## src/rtl/ccc_seq_pkg.sv

```systemverilog
// Shared types and defaults for the CCC lock sequencer: state encoding,
// parameter defaults and the counter widths derived from them.
package ccc_seq_pkg;

  typedef enum logic [2:0] {
    ST_HOLD      = 3'd0,
    ST_APPLY     = 3'd1,
    ST_SETTLE    = 3'd2,
    ST_WAIT_LOCK = 3'd3,
    ST_RUN       = 3'd4,
    ST_FAULT     = 3'd5
  } state_e;

  localparam int STATE_W           = 3;
  localparam int DEF_DIV_W         = 5;
  localparam int DEF_SETTLE_CYCLES = 16;
  localparam int DEF_LOCK_STABLE   = 64;
  localparam int DEF_LOCK_TIMEOUT  = 4096;
  localparam int DEF_MAX_RETRY     = 3;
  localparam int DEF_RESET_DIV     = 0;

  // Counters are sized to hold their terminal value so they can saturate on it.
  function automatic int cnt_w(input int max_val);
    return (max_val < 1) ? 1 : $clog2(max_val + 1);
  endfunction

  localparam int DEF_SETTLE_W = cnt_w(DEF_SETTLE_CYCLES);
  localparam int DEF_STABLE_W = cnt_w(DEF_LOCK_STABLE);
  localparam int DEF_TMO_W    = cnt_w(DEF_LOCK_TIMEOUT);
  localparam int DEF_RETRY_W  = cnt_w(DEF_MAX_RETRY);

endpackage

```

## src/rtl/ccc_lock_sequencer_sync2.sv

```systemverilog
// Two-flop synchroniser for asynchronous level inputs; resets to 0 so a
// synchronised lock never reads as asserted during or just after reset.
module sync2 #(
  parameter int WIDTH = 1
) (
  input  logic             clk,
  input  logic             rst_n,
  input  logic [WIDTH-1:0] d,
  output logic [WIDTH-1:0] q
);

  logic [WIDTH-1:0] meta;

  always_ff @(posedge clk or negedge rst_n) begin
    if (!rst_n) begin
      meta <= '0;
      q    <= '0;
    end else begin
      meta <= d;
      q    <= meta;
    end
  end

endmodule

```

## src/rtl/ccc_lock_sequencer.sv

```systemverilog
// Applies CCC divider settings, waits for PLL lock (or a fixed settle in bypass),
// releases the fabric reset, and re-sequences on lock loss with bounded retries.
module ccc_lock_sequencer
  import ccc_seq_pkg::*;
#(
  parameter int DIV_W         = DEF_DIV_W,
  parameter int SETTLE_CYCLES = DEF_SETTLE_CYCLES,
  parameter int LOCK_STABLE   = DEF_LOCK_STABLE,
  parameter int LOCK_TIMEOUT  = DEF_LOCK_TIMEOUT,
  parameter int MAX_RETRY     = DEF_MAX_RETRY,
  parameter int RESET_DIV     = DEF_RESET_DIV
) (
  input  logic             clk,
  input  logic             rst_n,
  input  logic             lock_in,
  input  logic             bypass,
  input  logic             cfg_req,
  input  logic [DIV_W-1:0] cfg_div,
  output logic             cfg_ack,
  output logic             cfg_err,
  output logic [DIV_W-1:0] oadiv,
  output logic             fab_rst_n,
  output logic             ready,
  output logic             fault,
  output logic [1:0]       retry_cnt,
  output logic [2:0]       state_o
);

  localparam int SET_W = cnt_w(SETTLE_CYCLES);
  localparam int STB_W = cnt_w(LOCK_STABLE);
  localparam int TMO_W = cnt_w(LOCK_TIMEOUT);
  localparam int RTY_W = cnt_w(MAX_RETRY);

  localparam logic [SET_W-1:0] SET_MAX  = SET_W'(SETTLE_CYCLES);
  localparam logic [SET_W-1:0] SET_LAST = SET_W'(SETTLE_CYCLES - 1);
  localparam logic [STB_W-1:0] STB_MAX  = STB_W'(LOCK_STABLE);
  localparam logic [STB_W-1:0] STB_LAST = STB_W'(LOCK_STABLE - 1);
  localparam logic [TMO_W-1:0] TMO_MAX  = TMO_W'(LOCK_TIMEOUT);
  localparam logic [TMO_W-1:0] TMO_LAST = TMO_W'(LOCK_TIMEOUT - 1);
  localparam logic [RTY_W-1:0] RTY_MAX  = RTY_W'(MAX_RETRY);
  localparam logic [RTY_W-1:0] RTY_LAST = RTY_W'(MAX_RETRY - 1);
  localparam logic [DIV_W-1:0] RST_DIV  = DIV_W'(RESET_DIV);

  state_e           state_q, state_d;
  logic [SET_W-1:0] set_cnt_q, set_cnt_d;
  logic [STB_W-1:0] stb_cnt_q, stb_cnt_d;
  logic [TMO_W-1:0] tmo_cnt_q, tmo_cnt_d;
  logic [RTY_W-1:0] retry_q, retry_d;
  logic [DIV_W-1:0] oadiv_q, oadiv_d;
  logic             fab_rst_n_q, fab_rst_n_d;
  logic             ack_q, ack_d;
  logic             err_q, err_d;
  logic             req_pend_q, pend_d;
  logic             req_armed_q, armed_d;
  logic             accept, enter_done, req_new;
  logic             lock_s, bypass_s, lock_eff;

  sync2 #(.WIDTH(2)) u_sync (
    .clk   (clk),
    .rst_n (rst_n),
    .d     ({bypass, lock_in}),
    .q     ({bypass_s, lock_s})
  );

  assign lock_eff = bypass_s | lock_s;
  // A request is only new once cfg_req has been seen low since the last accept.
  assign req_new  = cfg_req & req_armed_q;

  always_comb begin
    state_d     = state_q;
    set_cnt_d   = set_cnt_q;
    stb_cnt_d   = stb_cnt_q;
    tmo_cnt_d   = tmo_cnt_q;
    retry_d     = retry_q;
    oadiv_d     = oadiv_q;
    pend_d      = req_pend_q;
    armed_d     = req_armed_q | ~cfg_req;
    accept      = 1'b0;
    enter_done  = 1'b0;
    ack_d       = 1'b0;
    err_d       = 1'b0;
    fab_rst_n_d = 1'b0;

    case (state_q)
      ST_HOLD, ST_APPLY: state_d = ST_SETTLE;
      ST_SETTLE: begin
        if (set_cnt_q >= SET_LAST) state_d = ST_WAIT_LOCK;
        else set_cnt_d = (set_cnt_q == SET_MAX) ? SET_MAX : set_cnt_q + 1'b1;
      end
      ST_WAIT_LOCK: begin
        stb_cnt_d = !lock_eff ? '0 :
                    (stb_cnt_q == STB_MAX) ? STB_MAX : stb_cnt_q + 1'b1;
        tmo_cnt_d = (tmo_cnt_q == TMO_MAX) ? TMO_MAX : tmo_cnt_q + 1'b1;
        // Reaching stable lock takes priority over a coincident timeout.
        if (lock_eff && stb_cnt_q >= STB_LAST) begin
          state_d = ST_RUN;
        end else if (tmo_cnt_q >= TMO_LAST) begin
          retry_d = (retry_q == RTY_MAX) ? RTY_MAX : retry_q + 1'b1;
          state_d = (retry_q >= RTY_LAST) ? ST_FAULT : ST_SETTLE;
        end
      end
      ST_RUN: begin
        if (req_new) accept = 1'b1;
        else if (!lock_eff) state_d = ST_SETTLE;
      end
      ST_FAULT: begin
        if (req_new) accept = 1'b1;
      end
      default: state_d = ST_HOLD;
    endcase

    if (accept) begin
      state_d = ST_APPLY;
      oadiv_d = cfg_div;
      pend_d  = 1'b1;
      armed_d = 1'b0;
      retry_d = '0;
    end

    if (state_d != state_q) begin
      set_cnt_d = '0;
      stb_cnt_d = '0;
      tmo_cnt_d = '0;
    end

    if (state_d == ST_RUN && state_q != ST_RUN) retry_d = '0;

    enter_done  = (state_d != state_q) && (state_d == ST_RUN || state_d == ST_FAULT);
    ack_d       = enter_done && req_pend_q;
    err_d       = ack_d && (state_d == ST_FAULT);
    if (ack_d) pend_d = 1'b0;
    fab_rst_n_d = (state_d == ST_RUN);
  end

  always_ff @(posedge clk or negedge rst_n) begin
    if (!rst_n) begin
      state_q     <= ST_HOLD;
      set_cnt_q   <= '0;
      stb_cnt_q   <= '0;
      tmo_cnt_q   <= '0;
      retry_q     <= '0;
      oadiv_q     <= RST_DIV;
      fab_rst_n_q <= 1'b0;
      ack_q       <= 1'b0;
      err_q       <= 1'b0;
      req_pend_q  <= 1'b0;
      req_armed_q <= 1'b0;
    end else begin
      state_q     <= state_d;
      set_cnt_q   <= set_cnt_d;
      stb_cnt_q   <= stb_cnt_d;
      tmo_cnt_q   <= tmo_cnt_d;
      retry_q     <= retry_d;
      oadiv_q     <= oadiv_d;
      fab_rst_n_q <= fab_rst_n_d;
      ack_q       <= ack_d;
      err_q       <= err_d;
      req_pend_q  <= pend_d;
      req_armed_q <= armed_d;
    end
  end

  assign oadiv     = oadiv_q;
  assign fab_rst_n = fab_rst_n_q;
  assign cfg_ack   = ack_q;
  assign cfg_err   = err_q;
  assign ready     = (state_q == ST_RUN);
  assign fault     = (state_q == ST_FAULT);
  assign retry_cnt = 2'(retry_q);
  assign state_o   = state_q;

endmodule

```

## config.mk

```make
export PLATFORM = sky130hd
export DESIGN_NAME = ccc_lock_sequencer
export DESIGN_NICKNAME = d
export VERILOG_FILES = /design/src/rtl/ccc_seq_pkg.sv /design/src/rtl/ccc_lock_sequencer_sync2.sv /design/src/rtl/ccc_lock_sequencer.sv
export SDC_FILE = /design/constraint.sdc
export NUM_CORES = 1
export LEC_CHECK = 0
export ABC_CLOCK_PERIOD_IN_PS = 5200
export BUFFER_PORTS_ARGS = -buffer_cell sky130_fd_sc_hd__buf_2
export CORE_UTILIZATION = 35
export DETAILED_ROUTE_END_ITERATION = 10
export PLACE_DENSITY = 0.63
export RECOVER_POWER = 25
export SLEW_MARGIN = 20
export SYNTH_ARGS = -nofsm -noshare
export SYNTH_HDL_FRONTEND = slang
export SYNTH_SLANG_ARGS = --single-unit
```

## constraint.sdc

```tcl
create_clock -name clk -period 5.2 [get_ports clk]
set_input_delay 1.04 -clock clk [delete_from_list [all_inputs] [get_ports clk]]
set_output_delay 1.04 -clock clk [all_outputs]
set_load 0.02 [all_outputs]
```

# Yosys cells after proc, flatten, opt, wreduce, memory -nomap -nowiden
# Index checks and enable logic that the tools add are counted.
[classes] n_addsub=4 order_cmp=4 eq_ne=15 muxes=30 bitwise=4 n_reduce_logical=16
[ops] op="2-to-1 mux 13 bit" count=3
[ops] op="2-to-1 mux 7 bit" count=4
[ops] op="2-to-1 mux 3 bit" count=7
[ops] op="2-to-1 mux 5 bit" count=4
[ops] op="one-hot mux 3 bit (5 select lines)" count=1
[ops] op="adder 13 x 1 -> 13 bit, second input constant" count=1
[ops] op="== test 13 bit, second input constant" count=1
[ops] op=">= comparator 13 x 12 -> 1 bit, second input constant" count=1
[ops] op="== test 3 bit, second input constant" count=4
[ops] op="2-to-1 mux 2 bit" count=6
[ops] op="adder 7 x 1 -> 7 bit, second input constant" count=1
[ops] op="== test 7 bit, second input constant" count=1
[ops] op=">= comparator 7 x 6 -> 1 bit, second input constant" count=1
[ops] op="== test 3 x 2 -> 1 bit, second input constant" count=2
[ops] op="nonzero test 2 bit" count=3
[ops] op="nonzero test 3 bit" count=2
[ops] op="adder 5 x 1 -> 5 bit, second input constant" count=1
[ops] op="== test 5 bit, second input constant" count=1
[ops] op=">= comparator 5 x 4 -> 1 bit, second input constant" count=1
[ops] op="logical AND 1 bit" count=5
[ops] op="2-to-1 mux 1 bit" count=5
[ops] op="OR reduction 2 bit" count=2
[ops] op="== test 3 x 1 -> 1 bit, second input constant" count=1
[ops] op="zero test 3 bit" count=1
[ops] op="13 further kinds" count=14
[word_totals] ff_bits=44 inputBits=10 output_inout_bits=15 wordCells=86

# Depth between registers and ports, before layout
[depth] depth_word=11 ltp_mapped=9 depth_no_buf=8

# Hierarchy
# A second synthesis with hierarchy kept.
[unflattened] cells_unflattened=227 hier_area_um2=2193.4
[modules_own_cells] mod="ccc_lock_sequencer" n_inst=1 cells_each=223 area_per_inst_um2=2093.3 seq_area_each_um2=1001.0
[modules_own_cells] mod="sync2" n_inst=1 cells_each=4 area_per_inst_um2=100.1 seq_area_each_um2=100.1

# Worst setup path before layout
# No wires, ideal clock.
[synth_timing] path_type="in2reg" from="input cfg_req" to="register set_cnt_q[3]" setup_time_ns=0.121 arrival_ns=2.143 t_required_ns=5.079 setup_slack_ns=2.936 stages=6 path_buffers=1 cell_sequence="a2111o_1 > a21oi_2 > nand3_1 > nand3_2 > buf_6 > nor2_2"
[synth_via] elab_chain_len=7
[synth_rtl] item="start: declaration" line_no="ccc_lock_sequencer.sv:17" text="input logic cfg_req,"
[synth_rtl] item="AND 1 bit *" line_no="ccc_lock_sequencer.sv:67" text="assign req_new = cfg_req & req_armed_q;"
[synth_rtl] item="2-to-1 mux 3 bit or 2-to-1 mux 1 bit (tied branches)" line_no="ccc_lock_sequencer.sv:103, ccc_lock_sequencer.sv:107"
[synth_rtl] item="one-hot mux 3 bit (5 select lines) or 2-to-1 mux 1 bit (tied branches)"
[synth_rtl] item="2-to-1 mux 3 bit *" line_no="ccc_lock_sequencer.sv:112" text="if (accept) begin"
[synth_rtl] item="!= test 3 bit *" line_no="ccc_lock_sequencer.sv:120" text="if (state_d != state_q) begin"
[synth_rtl] item="!= test 2 x 1 -> 1 bit (no source line) or nonzero test 2 bit (tied branches)"
[synth_rtl] item="AND reduction 2 bit (no source line)"
[synth_rtl] item="end signal: assignment" line_no="ccc_lock_sequencer.sv:150" text="set_cnt_q <= set_cnt_d;"
[synth_rtl] item="end: declaration" line_no="ccc_lock_sequencer.sv:45" text="logic [SET_W-1:0] set_cnt_q, set_cnt_d;"
# Every way passes the cells marked *; elsewhere a longest branch is shown, timed or not.
# A chain may end at the register's enable or synchronous reset.

# Worst setup path in the final report
[layout_timing] from="register state_q[0], in the netlist state_o[0]" to="register tmo_cnt_q[12]"
[layout_via] elab_chain_len=6
[layout_rtl] item="start: declaration" line_no="ccc_lock_sequencer.sv:44" text="state_e state_q, state_d;"
[layout_rtl] item="start signal: assignment" line_no="ccc_lock_sequencer.sv:149" text="state_q <= state_d;"
[layout_rtl] item="== test 3 x 1 -> 1 bit (tied with other cells)" line_no="ccc_lock_sequencer.sv:84" text="case (state_q)"
[layout_rtl] item="OR reduction 2 bit (tied with other cells)" line_no="ccc_lock_sequencer.sv:84"
[layout_rtl] item="one-hot mux 3 bit (5 select lines) or 2-to-1 mux 1 bit (tied branches)"
[layout_rtl] item="2-to-1 mux 3 bit" line_no="ccc_lock_sequencer.sv:112"
[layout_rtl] item="!= test 3 bit" line_no="ccc_lock_sequencer.sv:120"
[layout_rtl] item="2-to-1 mux 13 bit or nonzero test 2 bit (tied branches)"
[layout_rtl] item="end signal: assignment" line_no="ccc_lock_sequencer.sv:152" text="tmo_cnt_q <= tmo_cnt_d;"
[layout_rtl] item="end: declaration" line_no="ccc_lock_sequencer.sv:47" text="logic [TMO_W-1:0] tmo_cnt_q, tmo_cnt_d;"
# Parallel ways exist; a longest one is shown, timed or not.

==> impl_metrics.prom <==
# TYPE chip_impl_metric gauge
chip_impl_info{name="run_status",value="finished, violations left"} 1
chip_impl_info{name="violations",value="design-rule violations, max-capacitance violations, max-slew violations"} 1
chip_impl_metric{name="dp_hpwl",unit="um"} 3380
chip_impl_metric{name="timing.final.hold_violations",unit=""} 0
chip_impl_metric{name="1st_pass_router_iterations",unit=""} 8
chip_impl_metric{name="max-vdd-ir-drop",unit="mV"} 0.117
chip_impl_metric{name="drt-initial-drc-count",unit=""} 72
chip_impl_metric{name="synth_register_bits",unit=""} 44
chip_impl_metric{name="post_cts_hold_buffer_count",unit=""} 0
chip_impl_metric{name="path_clk_slew",unit="ns"} 0.08
chip_impl_metric{name="dp_cells",unit=""} 341
chip_impl_info{name="synth_area_leader_cell",value="dfrtp_1"} 1
chip_impl_info{name="crit_path_start_kind",value="flip-flop"} 1
chip_impl_metric{name="cp.required",unit="ns"} 5.39
chip_impl_info{name="timing.critical_path.slowest_stage_cell",value="dfrtp_1"} 1
chip_impl_metric{name="dieWidth",unit="um"} 84.4
chip_impl_info{name="timing.rr.start",value="state_o[0]$_DFF_PN0_"} 1
chip_impl_info{name="synth-main-ff-cell",value="dfrtp_1"} 1
chip_impl_metric{name="seqPwrFrac",unit="%"} 46.7
chip_impl_metric{name="yosysSeqAreaShare",unit="%"} 46.3
chip_impl_metric{name="area_growth",unit="%"} 10.6
chip_impl_metric{name="synth-edff-count",unit=""} 0
chip_impl_metric{name="antenna_found_initial",unit=""} 0
chip_impl_metric{name="syn_area_per_cell",unit="um2"} 9.62
chip_impl_metric{name="max_clock_freq",unit="MHz"} 351
chip_impl_metric{name="p_sw",unit="uW"} 373
chip_impl_info{name="crit_type",value="flip-flop to flip-flop"} 1
chip_impl_metric{name="slowest_delay",unit="ns"} 0.61
chip_impl_metric{name="smallest_hold_slack",unit="ns"} 0.351
chip_impl_metric{name="clock_sink_count",unit=""} 44
chip_impl_metric{name="timing.max_cap.violations",unit=""} 1
chip_impl_metric{name="tightestPinTransition",unit="ns"} 2.29
chip_impl_metric{name="yosys.area_share.xor_xnor",unit="%"} 3.32
chip_impl_metric{name="number_of_gates_given_a_new_drive_strength_after_cts",unit=""} 0
chip_impl_metric{name="setup-violations-final",unit=""} 0
chip_impl_info{name="crit_path_cell_trace",value="and3b_1 > o31ai_2 > a2111oi_4 > nand3_2 > a211oi_1"} 1
chip_impl_info{name="critical-path-top-delay-family",value="simple AND/OR/NAND/NOR gates"} 1
chip_impl_metric{name="netlist_instances",unit=""} 247
chip_impl_info{name="cts_tree",value="yes"} 1
chip_impl_info{name="min_path_type",value="flip-flop to flip-flop"} 1
chip_impl_metric{name="synth-compound-area-share",unit="%"} 14.4
chip_impl_metric{name="comb_power_share",unit="%"} 30.8
chip_impl_metric{name="post_synth_fa_ha_maj_area_fraction",unit="%"} 3.68
chip_impl_info{name="timing.rr.end",value="tmo_cnt_q[12]$_DFFE_PN0P_"} 1
chip_impl_metric{name="timing.clock.skew",unit="ns"} 0.00545
chip_impl_metric{name="final_cells",unit=""} 349
chip_impl_metric{name="worstRegToRegCells",unit=""} 5
chip_impl_metric{name="antenna_violating_nets_post_route",unit=""} 0
chip_impl_metric{name="ys_types",unit=""} 53
chip_impl_metric{name="initial_utilization",unit="%"} 36.8
chip_impl_metric{name="gp_congestion",unit=""} 0.807
chip_impl_metric{name="tritoncts.num_buffers",unit=""} 5
chip_impl_metric{name="cts_max_level",unit=""} 2
chip_impl_metric{name="synth_simple_gate_area_share",unit="%"} 27.8
chip_impl_metric{name="post_synth_instance_area",unit="um2"} 2380
chip_impl_info{name="post_synth_most_frequent_cells",value="44 x dfrtp_1, 37 x nand2_1, 17 x nor2_1, 16 x nor2_2, 15 x a21oi_1"} 1
chip_impl_metric{name="final.setup.tns",unit="ns"} 0
chip_impl_metric{name="drt_drc_violations_left",unit=""} 2
chip_impl_metric{name="number_of_buffers_inserted_to_repair_setup_after_cts",unit=""} 0
chip_impl_metric{name="num_antenna_cells",unit=""} 0
chip_impl_metric{name="finalPower",unit="uW"} 975
chip_impl_metric{name="synth_top_area_share",unit="%"} 46.3
chip_impl_metric{name="ioPinCount",unit=""} 25
chip_impl_metric{name="ff2ff_setup_slack",unit="ns"} 2.35
chip_impl_metric{name="crit_path_max_fanout",unit=""} 25
chip_impl_metric{name="wire_per_inst",unit="um"} 13.9
chip_impl_metric{name="post_detailed_route_via_to_cell_ratio",unit=""} 5.23
chip_impl_info{name="ctsRootBufferMaster",value="clkbuf_8"} 1
chip_impl_metric{name="grt_start_max_net_pins",unit=""} 45
chip_impl_metric{name="total_routed_length",unit="um"} 4840
chip_impl_info{name="critical_path.endpoint",value="tmo_cnt_q[12]$_DFFE_PN0P_"} 1
chip_impl_metric{name="placementRows",unit=""} 29
chip_impl_metric{name="muxShareOfSynthArea",unit="%"} 0.421
chip_impl_metric{name="die_area",unit="um2"} 7130
chip_impl_info{name="synth_top_family_by_area",value="simple AND/OR/NAND/NOR gates"} 1
chip_impl_metric{name="finish.net_count",unit=""} 288
chip_impl_metric{name="port_buffers",unit=""} 24
chip_impl_metric{name="cp_data_arrival_time",unit="ns"} 3.04
chip_impl_metric{name="worstSetupPathDepth",unit=""} 5
chip_impl_metric{name="clock_latency_of_the_later_clocked_register_in_the_worst_skew_pair",unit="ns"} 0.29
chip_impl_info{name="crit_path_from",value="state_o[0]$_DFF_PN0_"} 1
chip_impl_metric{name="synth.net_count",unit=""} 264
chip_impl_metric{name="final-max-slew-violation-count",unit=""} 45
chip_impl_info{name="timing.critical_path.to_type",value="flip-flop"} 1
chip_impl_metric{name="finalCritPeriodShare",unit="%"} 54.9
chip_impl_info{name="netlist_top_cells_area",value="dfrtp_1 46%, nand2_1 5.8%, nor2_2 4.2%"} 1
chip_impl_metric{name="critPathBufInv",unit=""} 0
chip_impl_metric{name="reported_leakage_power",unit="nW"} 1.22
chip_impl_metric{name="period_minus_slack",unit="ns"} 2.85
chip_impl_metric{name="grt_pass1_wl",unit="um"} 8680
chip_impl_metric{name="ys.warnings.count",unit=""} 0
chip_impl_metric{name="global_route.usage.total",unit="%"} 15.1
chip_impl_info{name="synth.most_common_cell",value="dfrtp_1"} 1
chip_impl_metric{name="global_route.overflow_total",unit=""} 0
chip_impl_metric{name="drive_gt1_share",unit="%"} 23.2
chip_impl_metric{name="switching_share",unit="%"} 38.3
chip_impl_info{name="setup_repair_after_global_routing_missed_its_margin",value="false"} 1
chip_impl_metric{name="clock_power_share",unit="%"} 22.4
chip_impl_metric{name="via_count_of_the_first_global_routing_pass",unit=""} 1852
chip_impl_metric{name="power_report.internal_total",unit="uW"} 602
chip_impl_metric{name="detailroute.via_count",unit=""} 1827
chip_impl_metric{name="postSynth.asyncResetShare",unit="%"} 100
chip_impl_metric{name="power_per_cell_area",unit="nW/um2"} 371
chip_impl_metric{name="floorplan.core_area",unit="um2"} 6460
chip_impl_metric{name="max-slew-margin-rel",unit="%"} -52.5
chip_impl_metric{name="deepest_clock_path_buffer_count",unit=""} 2
chip_impl_metric{name="die_height",unit="um"} 84.4
cells by family after synthesis:
family                     after synthesis
adders and majority gates                7
muxes                                    1
DFF                                     44
and+or+nand+nor                        124
buffers and inverters                   18
AOI/OAI and AO/OA                       44
xor gates and xnor gates                 9
area by class of cell:
class / instances / area, um2
clock buffer: 6 / 82.6
clock inverter: 2 / 10.0
fill: 650 / 3830
inverter: 11 / 41.3
multi-input combinational: 185 / 1180
sequential: 44 / 1100
tap: 77 / 96.3
timing repair buffer: 24 / 119
stage by stage:
stage / setup slack [ns] / util [%] / area [um2]
floorplan: 2.94 / - / 2380
global placement: 2.32 / 39.3 / 2540
detailed placement: 2.22 / 39.3 / 2540
CTS: 2.33 / 40.7 / 2630
global route: 1.90 / 40.7 / 2630
finish: 2.35 / 40.7 / 2630
state kept, by name, indices dropped and copies added, names as in the netlist, 2 cells and up:
signal       flops
u_sync.q         2
set_cnt_q        5
oadiv            5
retry_cnt        2
state_o          3
u_sync.meta      2
stb_cnt_q        7
tmo_cnt_q       13
cell usage in the layout, fill, tap and decap left out, types with 2 or more instances in the layout:
cell	netlist	layout
clkinv_2	0	2
nand3_1	7	7
clkbuf_8	0	6
nand2b_1	2	2
nand4_1	3	3
nand3b_1	2	2
nor3_1	8	8
dfrtp_1	44	44
a21oi_2	5	5
nor2_1	17	17
and3_1	8	8
ha_1	7	7
nor4b_1	2	2
and2_1	3	3
buf_2	2	23
o21ai_0	7	7
xor2_1	4	4
nor2_2	16	16
nor4_1	5	5
a21oi_1	15	15
xnor2_1	5	5
nand2_1	37	37
nor2b_1	3	3
or3_1	2	2
inv_1	11	11
power by group through the flow:
stage | clock network, mW | logic, mW | registers, mW
after floorplan | 0 | 0.257 | 0.448
after global placement | 0 | 0.298 | 0.458
after detailed placement | 0 | 0.305 | 0.461
after CTS | 0.230 | 0.306 | 0.454
after global routing | 0.242 | 0.343 | 0.467
final | 0.219 | 0.301 | 0.456
metal layers:
metal  part of all wire (%)  GRT usage (%)  vias to the layer above
li1                       -              -                      911
met2                     46           24.7                       29
met4                    1.3           5.24                        0
met3                    3.2           3.24                        6
met5                      0              0                        -
met1                     49           19.8                      881
worst min-delay path by stage:
stage / from / endpoint / slack (ns) / cells past startpoint
floorplan: u_sync.meta[0]$_DFF_PN0_ / u_sync.q[0]$_DFF_PN0_ / 0.33 / 0
global placement: u_sync.meta[1]$_DFF_PN0_ / u_sync.q[1]$_DFF_PN0_ / 0.33 / 0
detailed placement: u_sync.meta[1]$_DFF_PN0_ / u_sync.q[1]$_DFF_PN0_ / 0.34 / 0
CTS: u_sync.meta[1]$_DFF_PN0_ / u_sync.q[1]$_DFF_PN0_ / 0.35 / 0
global route: u_sync.meta[1]$_DFF_PN0_ / u_sync.q[1]$_DFF_PN0_ / 0.36 / 0
finish: u_sync.meta[1]$_DFF_PN0_ / u_sync.q[1]$_DFF_PN0_ / 0.35 / 0
Power figures use the tool's default switching activity.
